$ cat config.mk
export PLATFORM = sky130hd
export DESIGN_NAME = shift_deser
export DESIGN_NICKNAME = d
export VERILOG_FILES = /design/src/rtl/shift_deser.sv
export SDC_FILE = /design/constraint.sdc
export NUM_CORES = 1
export LEC_CHECK = 0
export BUFFER_PORTS_ARGS = -buffer_cell sky130_fd_sc_hd__buf_2
export CAP_MARGIN = 20
export CELL_PAD_IN_SITES_DETAIL_PLACEMENT = 0
export CELL_PAD_IN_SITES_GLOBAL_PLACEMENT = 1
export CORE_AREA = 2 2 52 66
export CTS_CLUSTER_DIAMETER = 150
export CTS_CLUSTER_SIZE = 8
export DETAILED_ROUTE_END_ITERATION = 8
export DIE_AREA = 0 0 54 68
export GPL_TIMING_DRIVEN = 0
export PLACE_DENSITY = 0.75
export SETUP_SLACK_MARGIN = 0.3
export SYNTH_ARGS = -nofsm -noshare
export SYNTH_HDL_FRONTEND = slang
export SYNTH_SLANG_ARGS = --single-unit
export TNS_END_PERCENT = 1
$ cat constraint.sdc
create_clock -name clk_i -period 2.2 [get_ports clk_i]
set_clock_uncertainty 0.15 [all_clocks]
set_input_delay 0.11 -clock clk_i [delete_from_list [all_inputs] [get_ports clk_i]]
set_output_delay 0.11 -clock clk_i [all_outputs]
set_load 0.01 [all_outputs]
$ cat src/rtl/shift_deser.sv
// shift_deser: serial-to-parallel receiver with a one-entry valid/ready
// output buffer. Words are assembled MSB-first or LSB-first with optional
// bit inversion; the direction is latched on the first bit of every word.
// A completed word arriving while the buffer is still full is dropped and
// reported with a single-cycle overrun pulse.

module shift_deser #(
    parameter int WIDTH = 8,
    parameter int CW    = $clog2(WIDTH)
) (
    input  logic             clk_i,
    input  logic             rst_i,
    input  logic             en_i,
    input  logic             sin_i,
    input  logic [1:0]       dir_i,
    input  logic             sync_i,
    output logic [WIDTH-1:0] out_o,
    output logic             out_valid_o,
    input  logic             out_ready_i,
    output logic [CW-1:0]    cnt_o,
    output logic             overrun_o
);

    localparam logic [CW-1:0] CNT_LAST = CW'(WIDTH - 1);

    logic [WIDTH-1:0] sr_q,        sr_d;
    logic [CW-1:0]    cnt_q,       cnt_d;
    logic [1:0]       dir_l_q,     dir_l_d;
    logic [WIDTH-1:0] out_q,       out_d;
    logic             out_valid_q, out_valid_d;
    logic             overrun_q,   overrun_d;

    logic             first_s;
    logic [1:0]       dir_eff_s;
    logic             bit_s;
    logic [WIDTH-1:0] sr_shift_s;
    logic             complete_s;
    logic             consume_s;

    // Bit conditioning, shift value and word-completion/handshake decode.
    always_comb begin
        first_s    = sync_i | (cnt_q == {CW{1'b0}});
        dir_eff_s  = first_s ? dir_i : dir_l_q;
        bit_s      = sin_i ^ dir_eff_s[1];
        if (dir_eff_s[0]) begin
            sr_shift_s = {bit_s, sr_q[WIDTH-1:1]};
        end else begin
            sr_shift_s = {sr_q[WIDTH-2:0], bit_s};
        end
        // sync restarts the frame, so it always suppresses completion
        complete_s = en_i & ~sync_i & (cnt_q == CNT_LAST);
        consume_s  = out_valid_q & out_ready_i;
    end

    // Next-state for the shift register, bit counter and latched direction.
    always_comb begin
        sr_d    = sr_q;
        cnt_d   = cnt_q;
        dir_l_d = dir_l_q;
        if (sync_i) begin
            if (en_i) begin
                sr_d    = sr_shift_s;
                cnt_d   = CW'(1);
                dir_l_d = dir_i;
            end else begin
                cnt_d   = {CW{1'b0}};
            end
        end else if (en_i) begin
            sr_d = sr_shift_s;
            if (complete_s) begin
                cnt_d = {CW{1'b0}};
            end else begin
                cnt_d = cnt_q + CW'(1);
            end
            if (first_s) begin
                dir_l_d = dir_i;
            end else begin
                dir_l_d = dir_l_q;
            end
        end else begin
            sr_d    = sr_q;
            cnt_d   = cnt_q;
            dir_l_d = dir_l_q;
        end
    end

    // Next-state for the output buffer, valid flag and overrun pulse.
    always_comb begin
        out_d       = out_q;
        out_valid_d = out_valid_q;
        overrun_d   = 1'b0;
        if (complete_s) begin
            if (!out_valid_q || out_ready_i) begin
                out_d       = sr_shift_s;
                out_valid_d = 1'b1;
            end else begin
                overrun_d   = 1'b1;
            end
        end else if (consume_s) begin
            out_valid_d = 1'b0;
        end else begin
            out_valid_d = out_valid_q;
        end
    end

    // State registers with synchronous active-high reset.
    always_ff @(posedge clk_i) begin
        if (rst_i) begin
            sr_q        <= {WIDTH{1'b0}};
            cnt_q       <= {CW{1'b0}};
            dir_l_q     <= 2'b00;
            out_q       <= {WIDTH{1'b0}};
            out_valid_q <= 1'b0;
            overrun_q   <= 1'b0;
        end else begin
            sr_q        <= sr_d;
            cnt_q       <= cnt_d;
            dir_l_q     <= dir_l_d;
            out_q       <= out_d;
            out_valid_q <= out_valid_d;
            overrun_q   <= overrun_d;
        end
    end

    assign out_o       = out_q;
    assign out_valid_o = out_valid_q;
    assign cnt_o       = cnt_q;
    assign overrun_o   = overrun_q;

endmodule

## After elaboration in Yosys (flattened, before gate mapping)

Index checks and enable logic that the tools add are counted.

- Add/sub/neg operators: 1
- Eq/ne operators: 2
- Muxes and demuxes: 13
- Bitwise operators: 7
- Reductions and logical operators: 8

Operators with widths:

| kind | count |
|---|---|
| $mux W3 | 3 |
| $mux W2 | 4 |
| $mux W8 | 1 |
| $mux W1 | 5 |
| $reduce_and A2 Y1 | 2 |
| $reduce_bool A2 Y1 | 2 |
| $add A3 B1 Y3 const B | 1 |
| $and A1 B1 Y1 | 3 |
| $eq A3 B3 Y1 const B | 1 |
| $logic_not A3 Y1 | 1 |
| $ne A2 B1 Y1 const B | 1 |
| $not A1 Y1 | 2 |
| $reduce_or A2 Y1 | 1 |
| $logic_not A1 Y1 | 1 |
| $logic_or A1 B1 Y1 | 1 |
| $or A1 B1 Y1 | 1 |
| $xor A1 B1 Y1 | 1 |

- Bits in registers: 23
- Input port bits: 8
- Output and inout bits: 13
- Word-level logic and storage cells: 37

## Depth between registers and ports, before layout

Gate-level depths: netlist of run 1.

- Depth after elaboration: 6
- Gate-level depth with buffers: 7
- Depth with buffers taken out: 6

## Worst setup path before layout of run 1

Ideal clock, no wire load.

- Path kind: register to register
- Start point: reg cnt_q[0] (netlist: cnt_o[0])
- End point: reg sr_q[3]
- Setup time: 0.086 ns
- Arrival: 1.577 ns
- Data required time: 1.964 ns
- Slack: 0.387 ns
- Stages on the path, launching flop included: 7
- Path buffers: 0
- Clock period less this slack: 1.813 ns
- Path through: dfxtp_1 > inv_1 > ha_1 > nor2b_4 > nor2_2 > mux2_2 > a211oi_1

- Word-level cells in the longest chain between the ends: 4

Ends and longest elaborated chain:

| item | line | text |
|---|---|---|
| start, declared | 27 | `logic [CW-1:0] cnt_q, cnt_d;` |
| start signal, assigned | 110 | `cnt_q <= {CW{1'b0}};` |
| start signal, assigned | 117 | `cnt_q <= cnt_d;` |
| $logic_not A3 Y1 | 42 | `first_s = sync_i \| (cnt_q == {CW{1'b0}});` |
| $or A1 B1 Y1 | 42 |  |
| $mux W2 | -- |  |
| $mux W8 | 45 | `if (dir_eff_s[0]) begin` |
| end signal, assigned | 109 | `sr_q <= {WIDTH{1'b0}};` |
| end signal, assigned | 116 | `sr_q <= sr_d;` |
| end, declared | 26 | `logic [WIDTH-1:0] sr_q, sr_d;` |

No other way between the ends.
A chain may end at the register's enable or synchronous reset.

## Worst setup path after layout of run 1

- Start point: reg cnt_q[1] (netlist: cnt_o[1])
- End point: reg out_q[2] (netlist: out_o[2])

- Word-level cells in the longest chain between the ends: 4
- Elaborated cells on any way between the ends: 7
- Classes of those cells: eq/ne: 1; mux: 2; bitwise: 2; reduce/logical: 2

Ends and longest elaborated chain:

| item | line | text |
|---|---|---|
| $logic_not A3 Y1 | 42 |  |
| $or A1 B1 Y1 | 42 |  |
| $mux W2 | -- |  |
| $mux W8 | 45 |  |
| end signal, assigned | 112 | `out_q <= {WIDTH{1'b0}};` |
| end signal, assigned | 119 | `out_q <= out_d;` |
| end, declared | 29 | `logic [WIDTH-1:0] out_q, out_d;` |

Parallel ways exist; a longest one is shown, timed or not.

==> impl_metrics.ini, run 1 <==
[floorplanning]
start_util_pct = 38.2
die_w_um = 54
core_area_um2 = 3110
die_h_um = 68
ios = 21
std_cell_rows = 23
die_area_um2 = 3670

[worst_setup_path]
cp-startpoint = cnt_o[1]
path_max_fanout = 6
rr_startpoint = cnt_o[1]
cp_slowest_stage_delay_ns = 0.37
path_class = reg -> reg
critPathCaptureType = register
required_ns = 2.22
crit_path_start_kind = register
path_cells = inv_1, ha_1, nor2b_4, nor2_4, mux2_1, a211oi_1
crit_arrival_ns = 1.85
critPathTopFamily = flip-flops
worst-path-buf-inv = 1
cp_slowest_cell = dfxtp_1

[grt]
grt_max_degree = 13
antenna_found_initial = 0
grt.total_usage_pct = 16.5
grt_pass1_wl_mm = 4.42
grt_overflow_total = 0
grt_pass1_vias = 942

[yosys]
synth_top_family_by_area = multiplexers
synthSimpleGateAreaFrac_pct = 15.4
syn-mean-instance-area_um2 = 9.72
synthMuxAreaShare_pct = 18.4
synthDistinctLibCells = 35
synthAdderAreaFrac_pct = 3.16
synth-xor-area-share_pct = 1.48
synth-seq-cells = 23
syn_area_um2 = 1190
yosys_warnings = 0
yosysSeqAreaShare_pct = 38.8
synthCells = 122
synth-compound-area-share_pct = 16.5
synth_nets = 133

[route]
ant_nets = 0
drt_iter0_markers = 6
drc = 0
routed_via_density = 5.28
drt_pass1_iterations = 4
vias = 983
routed_wl_mm = 2.66
wire_per_inst_um = 14.3

[outcome]
status = finished clean

[power_and_ir_drop]
peakVddDrop_uv = 318
power_mw = 0.832
clkPwrFrac_pct = 31.6
combPwrFrac_pct = 14.8
p_sw_mw = 0.215
p_leak_nw = 0.574
p_int_mw = 0.616
switching_share_pct = 25.9
p_per_area_nw_per_um2 = 582
pwr-share-seq_pct = 53.6

[place]
placed_cells = 177
io_buffers = 18
dp_slack_ns = 0.251
hpwl_mm = 1.85
gp_congestion = 0.751

[hold_path]
min_from = en_i
hold_class = in -> reg

[clock_tree]
cts_tree = built
clk_pin_slew_ns = 0.08
numCtsBuffers = 3
clockRootBuffer = clkbuf_8
insertion_delay_ns = 0.26
clockBufferDepth = 2
htreeDepth = 1
cts.sinks = 23

[finish]
layout_common_cells = dfxtp_1, nor2_1, buf_2
diodes = 0
drive_gt1_share_pct = 26.8
fin_nets = 161
finalNonFillerCells = 186
final_common_cell = dfxtp_1
area_growth_pct = 20.5

[flow_run]
drv_cap = 0

[sta]
min_period_ns = 1.83
min_period_over_period_pct = 83.2
fin_tns_setup_ns = 0
rsz0062_at_grt = true
worstMarginPinSlew_ns = 0.576
fmax_mhz = 546
hold_viol = 0
slew_violations = 0
finalWorstSetupSlack_ns = 0.370
whs_ns = 0.0266
finalSetupViolations = 0
max_slew_margin_pct = 61.6
==> final timing paths <==
kind | end | slack, ns | cells after the start
worst max-delay path | out_o[2] | 0.37 | 6
worst min-delay path | sr_q[3] | 0.03 | 3
worst max register to register | out_o[2] | 0.37 | 6
worst min register to register | out_o[0] | 0.33 | 2
==> power by group through the flow <==
| stage | Sequential, mW | Clock, mW | Combinational (mW) |
|---|---|---|---|
| final | 0.445 | 0.263 | 0.123 |
| after global routing | 0.448 | 0.290 | 0.138 |
| after CTS | 0.446 | 0.270 | 0.122 |
| after detailed placement | 0.455 | 0 | 0.117 |
| after global placement | 0.455 | 0 | 0.116 |
| after floorplan | 0.452 | 0 | 0.0895 |
==> logic make-up (layout without fill, tap and decap cells) <==
| family | Yosys count | after routing |
|---|---|---|
| xor+xnor | 2 | 2 |
| fa+ha+maj | 3 | 3 |
| compound gates | 26 | 26 |
| buf+inv | 13 | 40 |
| flops | 23 | 23 |
| mux | 21 | 21 |
| simple gates | 34 | 34 |
==> registers in the layout, summed over array words and instances, names as in the netlist <==
| signal | cells |
|---|---|
| sr_q | 8 |
| out_valid_o | 1 |
| dir_l_q | 2 |
| cnt_o | 3 |
| overrun_o | 1 |
| out_o | 8 |
==> worst register-to-register path, cell delays in order (launching register included) <==
cell,delay (ns)
dfxtp_1,0.37
inv_1,0.06
ha_1,0.17
nor2b_4,0.15
nor2_4,0.22
mux2_1,0.37
a211oi_1,0.25
==> synthesized netlist by cell type, drive strengths merged <==
master | n | area, um2
a211oi | 12 | 100
a21oi | 3 | 15.0
a311oi | 2 | 17.5
buf | 6 | 48.8
clkbuf | 2 | 7.51
dfxtp | 23 | 460
ha | 3 | 37.5
inv | 5 | 18.8
mux2 | 6 | 67.6
mux2i | 15 | 150
nand2 | 3 | 18.8
nand2b | 1 | 6.26
nand3 | 3 | 15.0
nand3b | 1 | 7.51
nor2 | 19 | 73.8
nor2b | 1 | 13.8
nor3 | 3 | 15.0
nor3b | 2 | 26.3
nor4 | 1 | 6.26
o21a | 1 | 7.51
o21ai | 4 | 20.0
o22a | 1 | 8.76
o2bb2ai | 1 | 8.76
o32ai | 1 | 8.76
o41ai | 1 | 8.76
xnor2 | 2 | 17.5
==> layout make-up <==
cell class	count	area (um2)
tap	37	46.3
sequential	23	462
clock buffer	4	45.0
timing repair buffer	23	135
fill	326	1680
inverter	5	18.8
buffer	8	56.3
multi-input combinational	86	666
==> per-layer routing <==
metal | part of all wire, % | global-route usage, % | vias to the layer above
li1 | - | - | 491
met1 | 45 | 19.6 | 470
met2 | 50 | 29.4 | 18
met3 | 3.0 | 2.84 | 4
met4 | 1.2 | 5.63 | 0
met5 | 0 | 0 | -
==> timing repair <==
action,CTS,global route
endpoints found under the hold margin,3,0
setup endpoints to repair,12,15
setup buffers,0,2
pin swaps,0,2
hold buffers,3,0
resized for setup,1,3
==> per-stage QoR <==
stage / utilization [%] / instance area [um2]
3_3_place_gp: 42.6 / 1320
5_1_grt: 46.0 / 1430
2_1_floorplan: - / 1190
4_1_cts: 45.1 / 1400
6_report: 46.0 / 1430
3_5_place_dp: 42.6 / 1320
Note: power is estimated with default switching activity, not from simulation.
==> run 2, diff against run 1 <==
- clock period: 2.2 -> 1.9 ns (I/O delays scaled with it)
==> run 2 against run 1 <==
- non-clock buffer count increased by 2
- via count grew 1.2%
- sequential power grew 16%
- setup slack lost 0.19 ns
- combinational power rose by 47%
- utilization increased by 4.1 points
- count of clock-buffer cells in the layout is 1 lower
- critical path depth rose by 1
- total power rose by 20%
- cell area rose by 9.0%
- maximum frequency rose by 6.2%
- global-route usage increased by 0.51 points
- critical endpoint is now sr_q[3]
==> impl_metrics.ini, run 2 (synthesis gave the netlist of run 1 again) <==
[outcome]
status = finished clean

[finish]
final_common_cell = dfxtp_1
area_growth_pct = 31.3
drive_gt1_share_pct = 40.4
fin_nets = 163
diodes = 0
utilization_pct = 50.1
layout_common_cells = dfxtp_1, nor2_1, buf_2

[hold_path]
min_from = en_i
holdPathStages = 3
hold_class = in -> reg

[floorplanning]
start_util_pct = 38.2
die_w_um = 54
die_area_um2 = 3670
ios = 21
std_cell_rows = 23
core_area_um2 = 3110
die_h_um = 68

[power_and_ir_drop]
p_leak_nw = 0.618
switching_share_pct = 26.9
peakVddDrop_uv = 393
p_int_mw = 0.731
clkPwrFrac_pct = 30.4
pwr-share-seq_pct = 51.5
p_per_area_nw_per_um2 = 642
p_sw_mw = 0.269
power_mw = 1.00
combPwrFrac_pct = 18.1

[route]
routed_wl_mm = 2.81
drc = 0
ant_nets = 0
drt_pass1_iterations = 4
routed_via_density = 5.29
vias = 995
wire_per_inst_um = 15.0
drt_iter0_markers = 24

[sta]
worstMarginPinSlew_ns = 0.689
fmax_mhz = 580
max_slew_margin_pct = 54.1
whs_ns = 0.00993
hold_viol = 0
min_period_over_period_pct = 90.7
rsz0062_at_grt = true
fin_tns_setup_ns = 0
finalSetupViolations = 0
slew_violations = 0
min_period_ns = 1.72

[worst_setup_path]
rrSetupSlack_ns = 0.18
path_depth = 7
cp-startpoint = cnt_o[1]
path_cells = inv_2, ha_2, nor2b_4, nor2_4, buf_4, mux2_4, a211oi_2
reg2reg_depth = 7
crit_path_start_kind = register
path_max_fanout = 6
critPathCaptureType = register
worst-path-buf-inv = 2
rr_startpoint = cnt_o[1]
critPathTopFamily = flip-flops
crit_arrival_ns = 1.76
cp_slowest_cell = dfxtp_4
cp_slowest_stage_delay_ns = 0.39
required_ns = 1.94
path_class = reg -> reg

[clock_tree]
clockRootBuffer = clkbuf_8
htreeDepth = 1
insertion_delay_ns = 0.26
cts_tree = built
numCtsBuffers = 3
cts.sinks = 23
clockBufferDepth = 2
clk_pin_slew_ns = 0.08

[place]
io_buffers = 18
gp_congestion = 0.725
hpwl_mm = 2.03

[grt]
grt.total_usage_pct = 17.0
grt_pass1_wl_mm = 4.51
grt_pass1_vias = 967
antenna_found_initial = 0
grt_max_degree = 14
grt_overflow_total = 0

[flow_run]
drv_cap = 0
[run 2: worst paths after layout]
path	end
worst min-delay path	sr_q[7]
worst max register to register	sr_q[3]
worst max-delay path	sr_q[3]
worst min register to register	out_o[0]
[run 2: power by group through the flow]
stage | Sequential [mW] | Clock, mW | Combinational (mW)
finish | 0.515 | 0.304 | 0.181
detailed placement | 0.526 | 0 | 0.168
global route | 0.518 | 0.337 | 0.196
CTS | 0.515 | 0.311 | 0.182
floorplan | 0.523 | 0 | 0.129
global placement | 0.525 | 0 | 0.163
[run 2: cell type report]
| class | instances | area, um2 |
|---|---|---|
| plain buffers | 8 | 56.3 |
| multi-input cells | 86 | 756 |
| clock inverters | 1 | 5.00 |
| clock buffers | 3 | 41.3 |
| repair buffers | 25 | 165 |
| fillers | 285 | 1550 |
| well taps | 37 | 46.3 |
| inverters | 5 | 18.8 |
| flip-flops and latches | 23 | 469 |
[run 2: through the flow]
stage	setup slack (ns)	cells	cell area [um2]
after floorplan	0.272	122	1300
after global placement	0.161	177	1440
after detailed placement	0.138	177	1440
after CTS	0.168	188	1560
after global routing	0.0904	188	1560
final	0.176	188	1560
[run 2: worst register-to-register path, cell delays in order, from the launching register on]
cell	delay [ns]
dfxtp_4	0.39
inv_2	0.04
ha_2	0.16
nor2b_4	0.14
nor2_4	0.15
buf_4	0.15
mux2_4	0.32
a211oi_2	0.17
[run 2: timing repair]
action | in CTS | in global routing
endpoints found under the hold margin | 3 | 0
endpoints found under the setup margin | 17 | 18
pin swaps | 3 | 0
resized for setup | 0 | 0
hold buffers | 4 | 0
setup buffers | 3 | 0
[run 2: per-layer routing]
layer | global-route usage, % | vias to the layer above | share of wire [%]
li1 | - | 501 | -
met1 | 20.6 | 476 | 42
met2 | 29.0 | 14 | 54
met3 | 2.18 | 4 | 2.8
met4 | 8.75 | 0 | 1.4
met5 | 0 | - | 0
